## src/rtl/fsqrt_ctrl_pkg.sv

```systemverilog
// Shared definitions for the fsqrt request controller: defaults, the quiet-NaN
// constant returned for negative operands, and the tag-pipe entry layout.
package fsqrt_ctrl_pkg;

    localparam int TAG_W_DEF = 6;
    localparam int DEPTH_DEF = 4;
    localparam int LAT_DEF   = 3;

    // Tag field in the pipe entry is sized for the widest tag supported;
    // narrower tags are zero-extended on entry and truncated on exit.
    localparam int TAG_MAX_W = 16;

    localparam logic [31:0] QNAN = 32'h7FC0_0000;

    typedef struct packed {
        logic                 valid;
        logic                 nan;
        logic [TAG_MAX_W-1:0] tag;
    } pipe_entry_t;

    // True for any negative operand other than -0.0; those have no real root.
    function automatic logic is_neg_nonzero(input logic [31:0] f);
        return f[31] & (|f[30:0]);
    endfunction

endpackage

```

## src/rtl/fsqrt_ctrl_chk.sv

```systemverilog
// Protocol checks for fsqrt_ctrl; carries no functional logic.
module fsqrt_ctrl_chk (
    input logic clk,
    input logic rst,
    input logic fifo_push,
    input logic fifo_full
);

    // Credit accounting means a full FIFO implies nothing is in flight.
    a_no_push_on_full: assert property (@(posedge clk) disable iff (rst)
        !(fifo_push && fifo_full));

endmodule

```

## src/rtl/sync_fifo.sv

```systemverilog
// Small synchronous FIFO with first-word fall-through read data.
// Push is accepted on a full FIFO only when a pop happens in the same cycle.
module sync_fifo #(
    parameter int WIDTH = 8,
    parameter int DEPTH = 4
) (
    input  logic             clk,
    input  logic             rst,
    input  logic             push,
    input  logic [WIDTH-1:0] wdata,
    input  logic             pop,
    output logic [WIDTH-1:0] rdata,
    output logic             full,
    output logic             empty
);

    localparam int PTR_W = (DEPTH > 1) ? $clog2(DEPTH) : 1;
    localparam int CNT_W = $clog2(DEPTH + 1);
    localparam logic [PTR_W-1:0] LAST_PTR = PTR_W'(DEPTH - 1);
    localparam logic [CNT_W-1:0] FULL_CNT = CNT_W'(DEPTH);

    logic [WIDTH-1:0] mem_r [DEPTH];
    logic [PTR_W-1:0] wr_ptr_r;
    logic [PTR_W-1:0] rd_ptr_r;
    logic [CNT_W-1:0] count_r;
    logic             do_push_s;
    logic             do_pop_s;

    // Pointers wrap explicitly so non-power-of-two depths work.
    function automatic logic [PTR_W-1:0] ptr_inc(input logic [PTR_W-1:0] p);
        return (p == LAST_PTR) ? '0 : p + PTR_W'(1);
    endfunction

    assign full      = (count_r == FULL_CNT);
    assign empty     = (count_r == '0);
    assign do_pop_s  = pop & ~empty;
    assign do_push_s = push & (~full | do_pop_s);
    assign rdata     = mem_r[rd_ptr_r];

    // Storage write; contents need no reset because occupancy gates reads.
    always_ff @(posedge clk) begin
        if (do_push_s) begin
            mem_r[wr_ptr_r] <= wdata;
        end else begin
            mem_r[wr_ptr_r] <= mem_r[wr_ptr_r];
        end
    end

    // Pointer and occupancy bookkeeping.
    always_ff @(posedge clk) begin
        if (rst) begin
            wr_ptr_r <= '0;
            rd_ptr_r <= '0;
            count_r  <= '0;
        end else begin
            if (do_push_s) begin
                wr_ptr_r <= ptr_inc(wr_ptr_r);
            end else begin
                wr_ptr_r <= wr_ptr_r;
            end
            if (do_pop_s) begin
                rd_ptr_r <= ptr_inc(rd_ptr_r);
            end else begin
                rd_ptr_r <= rd_ptr_r;
            end
            case ({do_push_s, do_pop_s})
                2'b10:   count_r <= count_r + CNT_W'(1);
                2'b01:   count_r <= count_r - CNT_W'(1);
                default: count_r <= count_r;
            endcase
        end
    end

endmodule

```

## src/rtl/fsqrt_ctrl.sv

```systemverilog
// Front end for a fixed-latency fsqrt pipe: issues operands with credit-based
// flow control, tracks tags alongside the pipe, substitutes a quiet NaN for
// negative operands, and buffers results in order for a ready/valid consumer.
module fsqrt_ctrl
    import fsqrt_ctrl_pkg::*;
#(
    parameter int TAG_W = TAG_W_DEF,
    parameter int DEPTH = DEPTH_DEF,
    parameter int LAT   = LAT_DEF
) (
    input  logic             clk,
    input  logic             rst,
    input  logic             in_valid,
    output logic             in_ready,
    input  logic [31:0]      in_data,
    input  logic [TAG_W-1:0] in_tag,
    output logic [31:0]      sqrt_a,
    output logic             sqrt_valid,
    input  logic [31:0]      sqrt_result,
    input  logic             sqrt_out_valid,
    output logic             out_valid,
    input  logic             out_ready,
    output logic [31:0]      out_data,
    output logic [TAG_W-1:0] out_tag,
    output logic             err
);

    localparam int CNT_W = $clog2(DEPTH + 1);
    localparam int FW    = 32 + TAG_W;
    localparam logic [CNT_W-1:0] DEPTH_C = CNT_W'(DEPTH);

    logic [CNT_W-1:0] credit_r;
    pipe_entry_t      pipe_r [LAT];
    pipe_entry_t      new_entry_s;
    pipe_entry_t      head_s;
    logic             err_r;

    logic             accept_s;
    logic             pop_s;
    logic             neg_nz_s;
    logic             push_s;
    logic [31:0]      push_data_s;
    logic             err_set_s;
    logic [FW-1:0]    fifo_rdata_s;
    logic             fifo_full_s;
    logic             fifo_empty_s;
    logic             tag_unused_s;

    // Request side: a credit freed by this cycle's pop may be reused at once,
    // which is what lets a full controller keep streaming one per cycle.
    assign neg_nz_s   = is_neg_nonzero(in_data);
    assign out_valid  = ~rst & ~fifo_empty_s;
    assign pop_s      = out_valid & out_ready;
    assign in_ready   = ~rst & ((credit_r < DEPTH_C) | pop_s);
    assign accept_s   = in_valid & in_ready;
    assign sqrt_a     = in_data;
    assign sqrt_valid = accept_s & ~neg_nz_s;
    assign err        = err_r;

    assign new_entry_s.valid = accept_s;
    assign new_entry_s.nan   = neg_nz_s;
    assign new_entry_s.tag   = TAG_MAX_W'(in_tag);
    assign head_s            = pipe_r[LAT-1];
    assign tag_unused_s      = ^head_s.tag;

    // Credits = requests in the pipe plus results waiting in the FIFO.
    always_ff @(posedge clk) begin
        if (rst) begin
            credit_r <= '0;
        end else begin
            case ({accept_s, pop_s})
                2'b10:   credit_r <= credit_r + CNT_W'(1);
                2'b01:   credit_r <= credit_r - CNT_W'(1);
                default: credit_r <= credit_r;
            endcase
        end
    end

    // Tag pipe mirrors the fsqrt latency and never stalls.
    always_ff @(posedge clk) begin
        if (rst) begin
            for (int i = 0; i < LAT; i++) begin
                pipe_r[i] <= '0;
            end
        end else begin
            pipe_r[0] <= new_entry_s;
            for (int i = 1; i < LAT; i++) begin
                pipe_r[i] <= pipe_r[i-1];
            end
        end
    end

    // Pipe exit: every valid entry is pushed so ordering and credits stay
    // consistent even if the fsqrt handshake is broken; mismatches raise err.
    always_comb begin
        push_s      = 1'b0;
        push_data_s = '0;
        err_set_s   = 1'b0;
        if (head_s.valid && head_s.nan) begin
            push_s      = 1'b1;
            push_data_s = QNAN;
            err_set_s   = sqrt_out_valid;
        end else if (head_s.valid) begin
            push_s      = 1'b1;
            push_data_s = sqrt_result;
            err_set_s   = ~sqrt_out_valid;
        end else begin
            err_set_s   = sqrt_out_valid;
        end
    end

    // Sticky protocol error flag.
    always_ff @(posedge clk) begin
        if (rst) begin
            err_r <= 1'b0;
        end else if (err_set_s) begin
            err_r <= 1'b1;
        end else begin
            err_r <= err_r;
        end
    end

    sync_fifo #(
        .WIDTH (FW),
        .DEPTH (DEPTH)
    ) u_fifo (
        .clk   (clk),
        .rst   (rst),
        .push  (push_s),
        .wdata ({push_data_s, head_s.tag[TAG_W-1:0]}),
        .pop   (pop_s),
        .rdata (fifo_rdata_s),
        .full  (fifo_full_s),
        .empty (fifo_empty_s)
    );

    // Result outputs are zero whenever no result is presented.
    always_comb begin
        if (out_valid) begin
            out_data = fifo_rdata_s[FW-1:TAG_W];
            out_tag  = fifo_rdata_s[TAG_W-1:0];
        end else begin
            out_data = '0;
            out_tag  = '0;
        end
    end

    fsqrt_ctrl_chk u_chk (
        .clk       (clk),
        .rst       (rst),
        .fifo_push (push_s),
        .fifo_full (fifo_full_s)
    );

endmodule

```

## config.mk

```make
export PLATFORM = sky130hd
export DESIGN_NAME = fsqrt_ctrl
export DESIGN_NICKNAME = d
export VERILOG_FILES = /design/src/rtl/fsqrt_ctrl_pkg.sv /design/src/rtl/fsqrt_ctrl_chk.sv /design/src/rtl/sync_fifo.sv /design/src/rtl/fsqrt_ctrl.sv
export SDC_FILE = /design/constraint.sdc
export NUM_CORES = 1
export LEC_CHECK = 0
export ABC_AREA = 0
export CAP_MARGIN = 20
export CORE_MARGIN = 2
export CORE_UTILIZATION = 35
export DETAILED_ROUTE_END_ITERATION = 8
export HOLD_SLACK_MARGIN = 0.05
export PLACE_DENSITY = 0.63
export SYNTH_ARGS = -nofsm -noshare
export SYNTH_HDL_FRONTEND = slang
export SYNTH_HIERARCHICAL = 1
export SYNTH_SLANG_ARGS = --single-unit
export TNS_END_PERCENT = 30
```

## constraint.sdc

```tcl
create_clock -name clk -period 2.62 [get_ports clk]
set_input_delay 0.262 -clock clk [delete_from_list [all_inputs] [get_ports clk]]
set_output_delay 0.262 -clock clk [all_outputs]
set_load 0.01 [all_outputs]
```

* After elaboration in Yosys (flattened, before gate mapping) *
Memory sizes are Yosys's and may differ from the RTL's. A register that Yosys moved wholly into a read port is not among the register bits.
Cells that the tools add are included.

storage, ports and cells
  register bits = 11
  RAM bits = 206
  input port bits = 75
  output and inout port bits = 74
  word-level logic and storage cells = 71
  memories = 2

cells by class
  add/subtract/negate cells = 6
  order comparisons = 1
  eq/ne operators = 8
  muxes and demuxes = 24
  bitwise operators = 19
  reduce and logical (&&, ||, !) cells = 6

memories
  memory        depth  bits a word  read ports  clocked after Yosys merged registers in  wr ports  line              text
  u_fifo.mem_r  4      38           1           1                                        1         sync_fifo.sv:22   logic [WIDTH-1:0] mem_r [DEPTH];
  pipe_r        3      18           3           0                                        3         fsqrt_ctrl.sv:33  pipe_entry_t pipe_r [LAT];

operators with widths
  kind                 count
  $mux 32              3
  $mux 18              3
  $mux 38              1
  $reduce_or 31->1     1
  $pmux 3 s2           2
  $mux 1               10
  $and 1x1->1          8
  $eq 2x2->1 const B   4
  $mux 2               4
  $add 3x1->3 const B  2
  $mux 6               1
  $or 1x1->1           6
  $sub 3x1->3 const B  2
  $not 1->1            5
  $add 2x1->2 const B  2
  $eq 2x1->1 const B   2
  $reduce_bool 2->1    2
  $eq 3x3->1 const B   1
  $logic_not 3->1      1
  $lt 3x3->1 const B   1
  $reduce_and 2->1     1
  $logic_and 1x1->1    1
  $ne 0x0->1           1

* Depth between registers and ports, before layout *
  depth after elaboration = 10
  gate-level depth with buffers = 12
  mapped depth without buffers = 10

* Modules after synthesis *
The synthesis kept the hierarchy.

modules (own cells, without submodules)
  module      instances  cells each  area each (sq um)  sequential area each (sq um)
  sync_fifo   1          257         6005.8             4744.6
  fsqrt_ctrl  1          197         1679.1             560.5

* Worst setup path after synthesis *
Ideal clock, no wire load.

  path kind = reg-to-reg
  from = reg u_fifo.count_r[0]
  to = mem u_fifo/mem_r[3][0] (netlist bit), enable pin
  setup time = 0.399 ns
  arrival = 2.417 ns
  required time = 2.221 ns
  path slack = -0.195 ns
  cell stages (with the launch flop) = 9
  path buffers = 2
  period minus slack after synthesis = 2.815 ns
  cell sequence = dfxtp_1 -> buf_6 -> nor3_1 -> nor2_1 -> clkbuf_1 -> and2_1 -> inv_1 -> a21boi_2 -> and2_1

between the ends
  cells in the longest elaborated chain, start to end = 10
  elaborated cells between the ends (all ways) = 14
  classes of those cells = eq/ne: 1; mux: 3; bitwise: 8; reduce/logical: 2

RTL lines
  what                                                              line                              text
  from (decl)                                                       sync_fifo.sv:25                   logic [CNT_W-1:0] count_r;
  from (signal assigned)                                            sync_fifo.sv:67                   2'b10: count_r <= count_r + CNT_W'(1);
  from (signal assigned)                                            sync_fifo.sv:68                   2'b01: count_r <= count_r - CNT_W'(1);
  from (signal assigned)                                            sync_fifo.sv:69                   default: count_r <= count_r;
  $logic_not 3->1 *                                                 sync_fifo.sv:35                   assign empty = (count_r == '0);
  net fifo_empty_s                                                  fsqrt_ctrl.sv:46                  logic fifo_empty_s;
  $not 1->1 *                                                       fsqrt_ctrl.sv:52                  assign out_valid = ~rst & ~fifo_empty_s;
  $and 1x1->1 *                                                     fsqrt_ctrl.sv:52
  $and 1x1->1 *                                                     fsqrt_ctrl.sv:53                  assign pop_s = out_valid & out_ready;
  net pop_s                                                         fsqrt_ctrl.sv:39                  logic pop_s;
  $and 1x1->1 *                                                     sync_fifo.sv:36                   assign do_pop_s = pop & ~empty;
  $or 1x1->1 *                                                      sync_fifo.sv:37                   assign do_push_s = push & (~full | do_pop_s);
  $and 1x1->1 *                                                     sync_fifo.sv:37
  $mux 1, on equally long branches                                  sync_fifo.sv:42, sync_fifo.sv:45
  $mux 1 (not written as such) or $reduce_and 2->1 (tied branches)  -
  $or 1x1->1 (no source line) *                                     -
  to (decl)                                                         sync_fifo.sv:22

The timed path passes the listed nets; every way through them passes the cells marked *.

==> impl_metrics.json <==
{
  "status": "complete, no violations",
  "post-route-period-util_pct": 94.0,
  "cts-root-buf": "clkbuf_16",
  "io_pins": 149,
  "cts.path.max_buffers": 2,
  "die_w_um": 152,
  "placed_cell_area_sq_um": 9420,
  "fmax_mhz": 406,
  "cp_max_fo": 22,
  "grtUsageMet3_pct": 4.10,
  "tightestPinTransition_ps": 678,
  "worstSkewPairLatency_ps": 420,
  "netlist_area_sq_um": 7680,
  "grt_antenna_before_repair": 1,
  "fin_nets": 670,
  "hp-start": "in_tag[4]",
  "final_core_util_pct": 46.1,
  "cp.depth": 4,
  "cts.sinks": 189,
  "drv_slew": 0,
  "synth-seq-cells": 189,
  "fp-row-count": 54,
  "synth_seq_area_share_pct": 69.0,
  "post_cts_buffers": 0,
  "viasPerCell": 4.78,
  "ys_async_sr_fraction_pct": 0,
  "worstPathCellList": "buf_12 > mux4_2 > and2_1 > clkdlybuf4s50_1",
  "grt_pass1_wl_um": 24700,
  "ant_nets": 0,
  "final_cell_count_no_fill": 881,
  "hold_class": "in -> reg",
  "ys.flop_type": "edfxtp_1",
  "leakage_nw": 3.28,
  "start_kind": "register",
  "final_area_sq_um": 10000,
  "p_per_area_nw_per_um2": 604,
  "met2_usage_pct": 24.5,
  "use_met1_pct": 16.5,
  "worstPathArrival_ps": 2200,
  "die_area_sq_um": 23200,
  "first_iter_violations": 185,
  "routabilityCongestion": 0.847,
  "drive_above_1_share_pct": 17.3,
  "wl_per_cell_um": 17.3,
  "overflow": 0,
  "layout_commonest_cell": "edfxtp_1",
  "power.total_mw": 6.04,
  "synth_edf_count": 152,
  "criticalPathCategory": "reg -> out",
  "synth_nets": 537,
  "rsz0062_at_grt": "no",
  "drtPass1Iterations": 4,
  "layout_setup_ws_ps": 156,
  "synth_area_per_cell_sq_um": 16.9,
  "crit_slowest_cell": "mux4_2",
  "grt_max_degree": 40,
  "slowest_delay_ps": 550,
  "cts_tree": "built",
  "drcViolationCount": 0,
  "port_buffers": 148,
  "grt_pass1_vias": 4614,
  "final-setup-viol-count": 0,
  "synthCells": 454,
  "vias": 4209,
  "finalCriticalPeriod_ps": 2460,
  "grt_usage_pct": 13.8,
  "synthDistinctLibCells": 42,
  "hold_depth": 2,
  "layout_common_cells": "152 x edfxtp_1, 148 x clkdlybuf4s50_1, 62 x and2_1, 38 x mux4_2, 35 x dfxtp_1",
  "area_delta_synth_final_pct": 30.2,
  "start_util_pct": 35.4,
  "r2r_cells": 9,
  "hpwl_um": 10100,
  "hold_ws_ps": 390,
  "dpl.cell_count": 848,
  "worst-path-buf-inv": 2,
  "clk_pin_slew_ps": 60,
  "ys.warnings.count": 6,
  "fin_setup_tns_ps": 0,
  "endpoint_kind": "output pin",
  "r2r_start": "u_fifo/count_r[2]",
  "drt_wl_total_um": 15300,
  "die_y_um": 152,
  "drv_cap": 0,
  "relSlewSlack_pct": 54.7,
  "numCtsBuffers": 17,
  "hold_violations": 0,
  "htreeDepth": 4,
  "fin_skew_ps": 15.0,
  "ir_drop_uv": 362,
  "busiest_layer": "met2",
  "required_ps": 2360,
  "cpLargestDelayFamily": "buffers and inverters",
  "core_sq_um": 21700,
  "r2r_setup_slack_ps": 210,
  "place_ws_ps": 100
}
==> per-layer routing <==
metal  routed length [um]  part of all wire (%)
met2                 8060                    53
met5                    0                     0
met4                  138                  0.90
met1                 6200                    41
met3                  880                   5.8
==> logic make-up after synthesis <==
kind of cell               Yosys count  share of synthesized area, %
adders and majority gates            8                          1.50
xor gates and xnor gates             5                         0.570
buffers and inverters               63                          5.05
DFF                                189                          69.0
and+or+nand+nor                    125                          10.0
muxes                               43                          11.8
AOI/OAI and AO/OA                   21                          2.00
==> sequential cells by signal, summed over array words and instances (netlist names), named ones only <==
signal,cells
u_fifo/mem_r,152
u_fifo/count_r,3
pipe_r,24
err,1
u_fifo/rd_ptr_r,2
credit_r,3
u_fifo/wr_ptr_r,2
==> area by class of cell <==
cell class / count / area [sq um]
Antenna cell: 1 / 2.50
Clock buffer: 20 / 447
Clock inverter: 12 / 136
Fill cell: 1888 / 11700
Inverter: 8 / 30.0
Multi-Input combinational cell: 202 / 2000
Sequential cell: 189 / 5310
Tap cell: 280 / 350
Timing Repair Buffer: 169 / 1730
==> synth_stat cells, types with 6 or more instances <==
cell type,n,share of area (%)
ha_1,6,0.98
and2b_1,6,0.59
clkbuf_1,6,0.29
buf_2,7,0.46
nor2b_1,17,1.4
and2_1,66,5.4
edfxtp_1,152,59
nor2_1,12,0.59
dfxtp_1,37,9.6
buf_4,35,3.4
o21a_1,9,0.88
nor4_1,6,0.49
mux4_2,38,11
inv_1,8,0.39
==> power by group <==
| group | internal [mW] | switching, mW |
|---|---|---|
| Clock | 1.44 | 1.06 |
| Sequential | 3.25 | 0.0143 |
| Combinational | 0.186 | 0.101 |
| Total | 4.87 | 1.17 |
==> what timing repair did <==
action,in CTS,in global routing
gates resized for setup,0,1
hold buffers,0,0
endpoints found under the setup margin,0,32
==> worst register-to-register path, stage by stage (launching register included) <==
cell and delay (ps):
dfxtp_1 450, nor3_1 130, nand2b_1 160, a21oi_1 210, nand2_1 150, ha_1 260
fa_1 390, xnor2_1 150, or3_1 310, a21oi_1 140
==> final timing paths <==
path,to
setup / recovery,out_tag[3]
hold / removal,pipe_r[0][4]
setup reg to reg,credit_r[2]
hold reg to reg,pipe_r[0][18]
(Power assumes the default switching activity.)
